`config.mk`:
```
export PLATFORM = sky130hd
export DESIGN_NAME = nco_sweep_ctrl
export DESIGN_NICKNAME = d
export VERILOG_FILES = /design/src/rtl/nco_pkg.sv /design/src/rtl/dwell_timer.sv /design/src/rtl/nco_sweep_ctrl.sv
export SDC_FILE = /design/constraint.sdc
export NUM_CORES = 1
export LEC_CHECK = 0
export ABC_CLOCK_PERIOD_IN_PS = 4050
export CELL_PAD_IN_SITES_DETAIL_PLACEMENT = 1
export CELL_PAD_IN_SITES_GLOBAL_PLACEMENT = 1
export CORE_MARGIN = 3
export CORE_UTILIZATION = 30
export CTS_BUF_LIST = sky130_fd_sc_hd__clkbuf_8 sky130_fd_sc_hd__clkbuf_16
export DETAILED_ROUTE_END_ITERATION = 16
export HOLD_SLACK_MARGIN = 0.03
export PLACE_DENSITY_LB_ADDON = 0.1
export SYNTH_ARGS = -nofsm -noshare
export SYNTH_HDL_FRONTEND = slang
export SYNTH_HIERARCHICAL = 1
export SYNTH_SLANG_ARGS = --single-unit
```
`constraint.sdc`:
```
create_clock -name clk -period 4.05 [get_ports clk]
set_input_delay 0.405 -clock clk [delete_from_list [all_inputs] [get_ports clk]]
set_output_delay 0.405 -clock clk [all_outputs]
set_load 0.01 [all_outputs]
```
`src/rtl/nco_pkg.sv`:
```
// Shared types and constants for the NCO sweep sequencer.
// Triangle sweeps are compiled in with NCO_SWEEP_TRIANGLE_EN.
package nco_pkg;

  localparam int unsigned FW = 28;
  localparam int unsigned CW = 16;

  typedef enum logic [1:0] {
    StIdle  = 2'd0,
    StDwell = 2'd1,
    StDone  = 2'd2
  } sweep_state_t;

  typedef struct packed {
    logic [FW-1:0] f_start;
    logic [FW-1:0] f_step;
    logic [CW-1:0] n_steps;
    logic [CW-1:0] dwell;
    logic          phase_clr;
    logic          tri_en;
  } sweep_cfg_t;

  // A zero dwell would never expire, so it behaves as a single cycle.
  function automatic logic [CW-1:0] dwell_eff(input logic [CW-1:0] d);
    return (d == '0) ? CW'(1) : d;
  endfunction

endpackage

```
`src/rtl/dwell_timer.sv`:
```
// Loadable dwell down-counter; flags the last cycle of each dwell and
// reloads itself so consecutive dwells are back to back.
module dwell_timer
  import nco_pkg::*;
(
  input  logic          clk,
  input  logic          rst,
  input  logic          load,
  input  logic [CW-1:0] dwell,
  input  logic          en,
  output logic          expired
);

  logic [CW-1:0] reload_q;
  logic [CW-1:0] cnt_q;

  always_comb begin
    expired = en && (cnt_q <= CW'(1));
  end

  always_ff @(posedge clk or negedge rst) begin
    if (!rst) begin
      reload_q <= '0;
      cnt_q    <= '0;
    end else if (load) begin
      reload_q <= dwell_eff(dwell);
      cnt_q    <= dwell_eff(dwell);
    end else if (en) begin
      cnt_q <= expired ? reload_q : cnt_q - CW'(1);
    end
  end

endmodule

```
`src/rtl/nco_sweep_ctrl.sv`:
```
// Linear frequency-sweep sequencer feeding the NCO frequency word.
// Define NCO_SWEEP_TRIANGLE_EN to enable up/down (triangle) sweeps.
module nco_sweep_ctrl
  import nco_pkg::*;
(
  input  logic          clk,
  input  logic          rst,
  input  logic          cfg_valid,
  output logic          cfg_ready,
  input  logic [FW-1:0] cfg_f_start,
  input  logic [FW-1:0] cfg_f_step,
  input  logic [CW-1:0] cfg_n_steps,
  input  logic [CW-1:0] cfg_dwell,
  input  logic          cfg_phase_clr,
  input  logic          cfg_tri,
  input  logic          abort,
  output logic [FW-1:0] freq,
  output logic          nco_rst,
  output logic          busy,
  output logic          done,
  output logic [CW-1:0] step_idx
);

  sweep_cfg_t   cfg_in;
  sweep_state_t state_q, state_d;
  logic [FW-1:0] freq_q, freq_d;
  logic [FW-1:0] step_q, step_d;
  logic [CW-1:0] idx_q, idx_d;
  logic [CW-1:0] nsteps_q, nsteps_d;
  logic          busy_q, busy_d;
  logic          done_q, done_d;
  logic          nco_rst_q, nco_rst_d;
  logic          timer_load, timer_en, expired;
  logic          finish;

  assign cfg_in = '{
    f_start:   cfg_f_start,
    f_step:    cfg_f_step,
    n_steps:   cfg_n_steps,
    dwell:     cfg_dwell,
    phase_clr: cfg_phase_clr,
    tri_en:    cfg_tri
  };

`ifdef NCO_SWEEP_TRIANGLE_EN
  logic tri_q, tri_d;
  logic down_q, down_d;
`else
  logic unused_tri;
  assign unused_tri = cfg_in.tri_en;
`endif

  dwell_timer u_dwell_timer (
    .clk     (clk),
    .rst     (rst),
    .load    (timer_load),
    .dwell   (cfg_in.dwell),
    .en      (timer_en),
    .expired (expired)
  );

  always_comb begin
    state_d    = state_q;
    freq_d     = freq_q;
    step_d     = step_q;
    idx_d      = idx_q;
    nsteps_d   = nsteps_q;
    busy_d     = busy_q;
    done_d     = 1'b0;
    nco_rst_d  = 1'b0;
    timer_load = 1'b0;
    timer_en   = 1'b0;
    finish     = 1'b0;
`ifdef NCO_SWEEP_TRIANGLE_EN
    tri_d      = tri_q;
    down_d     = down_q;
`endif

    unique case (state_q)
      StIdle: begin
        if (cfg_valid) begin
          freq_d     = cfg_in.f_start;
          step_d     = cfg_in.f_step;
          nsteps_d   = cfg_in.n_steps;
          idx_d      = '0;
          busy_d     = 1'b1;
          nco_rst_d  = cfg_in.phase_clr;
          timer_load = 1'b1;
          state_d    = StDwell;
`ifdef NCO_SWEEP_TRIANGLE_EN
          tri_d      = cfg_in.tri_en;
          down_d     = 1'b0;
`endif
        end
      end
      StDwell: begin
        timer_en = 1'b1;
        // Abort takes priority over a coincident dwell expiry.
        if (abort) begin
          busy_d  = 1'b0;
          state_d = StIdle;
        end else if (expired) begin
`ifdef NCO_SWEEP_TRIANGLE_EN
          if (!down_q) begin
            if (idx_q < nsteps_q) begin
              freq_d = freq_q + step_q;
              idx_d  = idx_q + CW'(1);
            end else if (tri_q && (nsteps_q != '0)) begin
              down_d = 1'b1;
              freq_d = freq_q - step_q;
              idx_d  = idx_q - CW'(1);
            end else begin
              finish = 1'b1;
            end
          end else if (idx_q != '0) begin
            freq_d = freq_q - step_q;
            idx_d  = idx_q - CW'(1);
          end else begin
            finish = 1'b1;
          end
`else
          if (idx_q < nsteps_q) begin
            freq_d = freq_q + step_q;
            idx_d  = idx_q + CW'(1);
          end else begin
            finish = 1'b1;
          end
`endif
        end
      end
      StDone: begin
        state_d = StIdle;
      end
      default: begin
        state_d = StIdle;
        busy_d  = 1'b0;
      end
    endcase

    if (finish) begin
      state_d = StDone;
      busy_d  = 1'b0;
      done_d  = 1'b1;
    end
  end

  always_ff @(posedge clk or negedge rst) begin
    if (!rst) begin
      state_q   <= StIdle;
      freq_q    <= '0;
      step_q    <= '0;
      idx_q     <= '0;
      nsteps_q  <= '0;
      busy_q    <= 1'b0;
      done_q    <= 1'b0;
      nco_rst_q <= 1'b0;
`ifdef NCO_SWEEP_TRIANGLE_EN
      tri_q     <= 1'b0;
      down_q    <= 1'b0;
`endif
    end else begin
      state_q   <= state_d;
      freq_q    <= freq_d;
      step_q    <= step_d;
      idx_q     <= idx_d;
      nsteps_q  <= nsteps_d;
      busy_q    <= busy_d;
      done_q    <= done_d;
      nco_rst_q <= nco_rst_d;
`ifdef NCO_SWEEP_TRIANGLE_EN
      tri_q     <= tri_d;
      down_q    <= down_d;
`endif
    end
  end

  assign cfg_ready = (state_q == StIdle);
  assign freq      = freq_q;
  assign step_idx  = idx_q;
  assign busy      = busy_q;
  assign done      = done_q;
  assign nco_rst   = nco_rst_q;

endmodule

```
Word-level counts from Yosys, hierarchy flattened
Index checks and enable logic that the tools add are counted.
{"block": "totals", "ff_bits": 125, "wordCells": 65}
{"block": "op_classes", "addsub": 3, "order_cmp": 2, "n_eq_ne": 9, "n_mux": 32, "reduce_logical": 9}
{"op": "$mux W16", "count": 8}
{"op": "$mux W28", "count": 4}
{"op": "$pmux W28 S2", "count": 1}
{"op": "$pmux W16 S2", "count": 1}
{"op": "$add A28 B28 Y28", "count": 1}
{"op": "$add A16 B1 Y16 const B", "count": 1}
{"op": "$le A16 B1 Y1 const B", "count": 1}
{"op": "$logic_not A16 Y1", "count": 1}
{"op": "$lt A16 B16 Y1", "count": 1}
{"op": "$sub A16 B1 Y16 const B", "count": 1}
{"op": "$mux W1", "count": 13}
{"op": "$ne A2 B2 Y1 const B", "count": 4}
{"op": "$mux W2", "count": 3}
{"op": "$reduce_and A5 Y1", "count": 1}
{"op": "$pmux W2 S2", "count": 1}
{"op": "$reduce_and A2 Y1", "count": 2}
{"op": "$reduce_bool A2 Y1", "count": 2}
{"op": "$ne A3 B2 Y1 const B", "count": 1}
{"op": "$ne A3 B3 Y1 const B", "count": 1}
{"op": "$pmux W1 S3", "count": 1}
{"op": "$reduce_and A3 Y1", "count": 1}
{"op": "$eq A2 B1 Y1 const B", "count": 1}
{"op": "$eq A2 B2 Y1 const B", "count": 1}
{"op": "$logic_not A2 Y1", "count": 1}
{"op": "other kinds (2)", "count": 2}

Logic depth before layout (Yosys ltp)
{"block": "logic_depth", "ltp_word": 8, "mapped_depth": 16, "ltp_nobuf": 14}

Modules after synthesis
The synthesis kept the hierarchy.
{"mod": "nco_sweep_ctrl", "n_inst": 1, "cells_per_inst": 599, "area_each_um2": 5661.7}
{"mod": "dwell_timer", "n_inst": 1, "cells_per_inst": 213, "area_each_um2": 1948.1}

Least setup slack after synthesis
No wires, ideal clock.
{"block": "synth_timing", "kind": "register to register", "startpoint": "reg state_q[1]", "endpoint": "reg idx_q[12], in the netlist step_idx[12]", "setup_ps": 78, "arrival_ps": 3213, "required_ps": 3972, "slack_ps": 760, "stages_incl_launch_ff": 17, "cell_sequence": "dfrtp_1 > inv_2 > nand2_2 > inv_2 > clkbuf_1 > nor4b_4 > o2111ai_4 > or2_1 > buf_6 > clkinv_8 > nand3b_2 > a211oi_2 > a21bo_4 > nand2_8 > nand4_4 > or3_1 > a21oi_1"}
{"block": "synth_via", "elab_chain_len": 5, "word_cells_on_any_way": 11, "classes_between": "eq/ne: 5; mux: 2; reduce/logical: 4"}
{"element": "start, declared", "line_no": "nco_sweep_ctrl.sv:25", "rtl": "sweep_state_t state_q, state_d;"}
{"element": "start signal, assigned", "line_no": "nco_sweep_ctrl.sv:149", "rtl": "state_q <= StIdle;"}
{"element": "start signal, assigned", "line_no": "nco_sweep_ctrl.sv:162", "rtl": "state_q <= state_d;"}
{"element": "$eq A2 B1 Y1", "line_no": "nco_sweep_ctrl.sv:79", "rtl": "unique case (state_q)"}
{"element": "$mux W1", "line_no": "nco_sweep_ctrl.sv:79"}
{"element": "net timer_en", "line_no": "nco_sweep_ctrl.sv:33", "rtl": "logic timer_load, timer_en, expired;"}
{"element": "$logic_and A1 B1 Y1", "line_no": "dwell_timer.sv:18", "rtl": "expired = en && (cnt_q <= CW'(1));"}
{"element": "net expired", "line_no": "nco_sweep_ctrl.sv:33"}
{"element": "$ne A2 B1 Y1 (no source line)"}
{"element": "$reduce_and A5 Y1 (no source line)"}
{"element": "end signal, assigned", "line_no": "nco_sweep_ctrl.sv:165", "rtl": "idx_q <= idx_d;"}
{"element": "end, declared", "line_no": "nco_sweep_ctrl.sv:28", "rtl": "logic [CW-1:0] idx_q, idx_d;"}
The timed path passes the listed nets, and every way through them passes these cells.
A chain may end at the register's enable or synchronous reset.

Final worst setup path
{"block": "layout_timing", "startpoint": "reg u_dwell_timer.cnt_q[6]", "endpoint": "reg idx_q[15], in the netlist step_idx[15]"}
{"block": "layout_via", "elab_chain_len": 4}
{"element": "start, declared", "line_no": "dwell_timer.sv:15", "rtl": "logic [CW-1:0] cnt_q;"}
{"element": "start signal, assigned", "line_no": "dwell_timer.sv:27", "rtl": "cnt_q <= dwell_eff(dwell);"}
{"element": "start signal, assigned", "line_no": "dwell_timer.sv:29", "rtl": "cnt_q <= expired ? reload_q : cnt_q - CW'(1);"}
{"element": "$le A16 B1 Y1", "line_no": "dwell_timer.sv:18"}
{"element": "$logic_and A1 B1 Y1", "line_no": "dwell_timer.sv:18"}
{"element": "net expired", "line_no": "nco_sweep_ctrl.sv:33"}
{"element": "$ne A2 B1 Y1 (no source line)"}
{"element": "$reduce_and A5 Y1 (no source line)"}
The timed path passes the listed nets, and every way through them passes these cells.

==> results.json <==
{
  "status": "complete, no violations",
  "rows": 57,
  "setup-tns-final_ns": 0,
  "yosysTopAreaCell": "dfrtp_1",
  "gp_congestion": 0.764,
  "ios": 142,
  "cts-root-buf": "clkbuf_16",
  "coreArea_sq_um": 24600,
  "initial_utilization_pct": 30.9,
  "seq_area_frac_synth_pct": 41.1,
  "wl_mm": 23.0,
  "grt_overflow_total": 0,
  "postLayoutCellArea_sq_um": 9980,
  "grt_max_degree": 126,
  "hp-class": "input pin to asynchronous set/reset pin",
  "synth_top_cells_by_area": "dfrtp_1 (41%), ha_1 (7.4%), o21ai_0 (4.7%), nand2_1 (4.5%), mux2_2 (4.4%)",
  "die_y_um": 165,
  "dieArea_sq_um": 27300,
  "yosysMostFrequentCell": "dfrtp_1",
  "layout-drive-gt1-share_pct": 11.8,
  "grt_pass1_vias": 6837,
  "synth_edf_count": 0,
  "wl_per_cell_um": 17.8,
  "clock_skew_ns": 0.0101,
  "grt_use_met3_pct": 3.14,
  "clock_path_buffers": 2,
  "synth-compound-area-share_pct": 20.8,
  "gr-usage-all-layers_pct": 17.4,
  "power.leakage_nw": 4.22,
  "worstPathArrival_ns": 3.40,
  "synthMuxAreaShare_pct": 4.83,
  "crit_type": "flop to flop",
  "cp_cell_sequence": "nor4_2 > nand2_2 > or2_1 > clkinv_8 > nand3b_2 > a211oi_2 > a21bo_4 > a211oi_2 > nand4_1 > xor2_1 > nor2_1",
  "top_usage_layer": "met2",
  "vdd_drop_max_mv": 0.247,
  "avgSynthCellArea_sq_um": 9.37,
  "multi_input_area_sq_um": 4170,
  "postCtsHoldBufs": 0,
  "drv_slew": 0,
  "place_ws_ns": 0.835,
  "synth_top_family_by_area": "compound AO/OA/AOI/OAI gates",
  "p_per_area_nw_per_um2": 541,
  "slowest_stage": "a211oi_2",
  "power_mw": 5.40,
  "ys_ff_latch": 125,
  "relSlewSlack_pct": 41.4,
  "ant_nets": 0,
  "clkSinkCount": 125,
  "vias": 6556,
  "async_reset_ff_share_pct": 100,
  "critical_path.max_fanout": 10,
  "placedCellCount": 1261,
  "synthSimpleGateAreaFrac_pct": 17.4,
  "grt_pass1_wl_mm": 37.5,
  "post-route-period-util_pct": 77.0,
  "rsz0062_at_grt": "no",
  "fmax_ghz": 0.321,
  "drcViolationCount": 0,
  "synth_top_area_share_pct": 41.1,
  "worst_path_largest_cell_delay_ns": 0.49,
  "startpoint_type": "flop",
  "clkTransAtPathRegs_ns": 0.06,
  "cts_htree_levels": 4,
  "syn_nets": 952,
  "max_cap_viol_count": 0,
  "fillers": 2837,
  "cts_buffers": 17,
  "ys_top_cells_by_count": "dfrtp_1 (125), nand2_1 (92), o21ai_0 (71), nor2_1 (65), a21oi_1 (55)",
  "cp_common_cell": "a211oi_2",
  "regArea_sq_um": 3130,
  "antenna_found_initial": 1,
  "port_buffers": 140,
  "fin_ws_ns": 0.932,
  "cp_top_family": "simple AND/OR/NAND/NOR gates",
  "dr.first_iter.drc_count": 299,
  "dp.final_hpwl_mm": 16.7,
  "synth_xor_area_share_pct": 4.14,
  "die_x_um": 165,
  "worst_ep_required_time_ns": 4.33,
  "nNetsFinal": 1096,
  "setup_viol_count_final": 0,
  "place_area_sq_um": 9400,
  "final_cells": 1293,
  "met2_usage_pct": 27.6,
  "ys_warn_count": 6,
  "area_growth_pct": 31.2,
  "clock_latency_ns": 0.41,
  "synthAdderAreaFrac_pct": 7.66,
  "hold_viol": 0,
  "cts_resized": 0,
  "yosysUniqueCellTypes": 86,
  "end_kind": "flop",
  "syn_inst": 812,
  "period_needed_ns": 3.12,
  "cts_tree": "yes",
  "synthFlopType": "dfrtp_1",
  "critPathBufInv": 1,
  "met1_usage_pct": 24.7,
  "drtPass1Iterations": 4,
  "cts_setup_buffers": 0,
  "tightest_slew_ns": 0.879,
  "synth_area_sq_um": 7610,
  "vias_per_cell": 5.07
}
==> metrics by stage <==
step | hold WS (ns) | util (%)
floorplan | 0.109 | -
global placement | 0.454 | 38.2
detailed placement | 0.465 | 38.2
CTS | 0.112 | 40.6
global route | 0.134 | 40.6
finish | 0.0594 | 40.6
==> registers in the layout (all words and copies together) (netlist names) <==
register and flops:
freq 28, step_q 28, nsteps_q 16, step_idx 16
u_dwell_timer/cnt_q 16, u_dwell_timer/reload_q 16, state_q 2, busy 1
done 1, nco_rst 1
==> placed cells by master, fill, tap and decap left out, types with 11 or more instances in the layout <==
master / instances
clkbuf_16: 17
a21oi_1: 55
dfrtp_1: 125
mux2_2: 30
inv_1: 42
o21ai_0: 71
nand2_1: 92
nand3_1: 11
nor2_1: 65
buf_4: 11
xor2_1: 21
nor3_1: 15
a21o_1: 13
clkdlybuf4s50_1: 139
and3_1: 11
xnor2_1: 15
ha_1: 45
a31oi_1: 13
==> final cells by class <==
type	count	area share, %
multi-input combinational	614	41.8
sequential	125	31.3
timing repair buffer	152	15.1
clock buffer	18	4.40
tap	324	4.06
inverter	46	1.88
clock inverter	13	1.42
antenna	1	0.0251
==> power breakdown <==
group | leakage (nW) | switching (mW) | total [mW] | internal [mW]
logic | 2.42 | 1.15 | 2.16 | 1.00
registers | 1.53 | 0.227 | 1.72 | 1.50
clock network | 0.267 | 0.602 | 1.52 | 0.920
==> cells by family after synthesis <==
logic type               Yosys count
flip-flops                       125
XOR/XNOR                          36
multiplexers                      33
AO/OA/AOI/OAI                    238
AND/OR/NAND/NOR                  261
buffers and inverters             73
adder cells (fa/ha/maj)           46
==> per-layer routing <==
metal | share of wire (%) | routed length (um) | up-vias
li1 | - | - | 3206
met1 | 49 | 11300 | 3231
met2 | 46 | 10600 | 105
met3 | 3.8 | 884 | 14
met4 | 1.0 | 233 | 0
met5 | 0 | 0 | -
==> worst paths after layout <==
kind,endpoint,slack [ns],from,depth (start not counted)
max,step_idx[15],0.93,u_dwell_timer/cnt_q[6],11
max reg2reg,step_idx[15],0.93,u_dwell_timer/cnt_q[6],11
min,step_q[23],0.06,rst,1
max in group asynchronous,nsteps_q[14],3.08,rst,2
min in group clk,u_dwell_timer/reload_q[4],0.47,u_dwell_timer/reload_q[4],2
min reg2reg,u_dwell_timer/reload_q[4],0.47,u_dwell_timer/reload_q[4],2
Power figures use the tool's default switching activity.
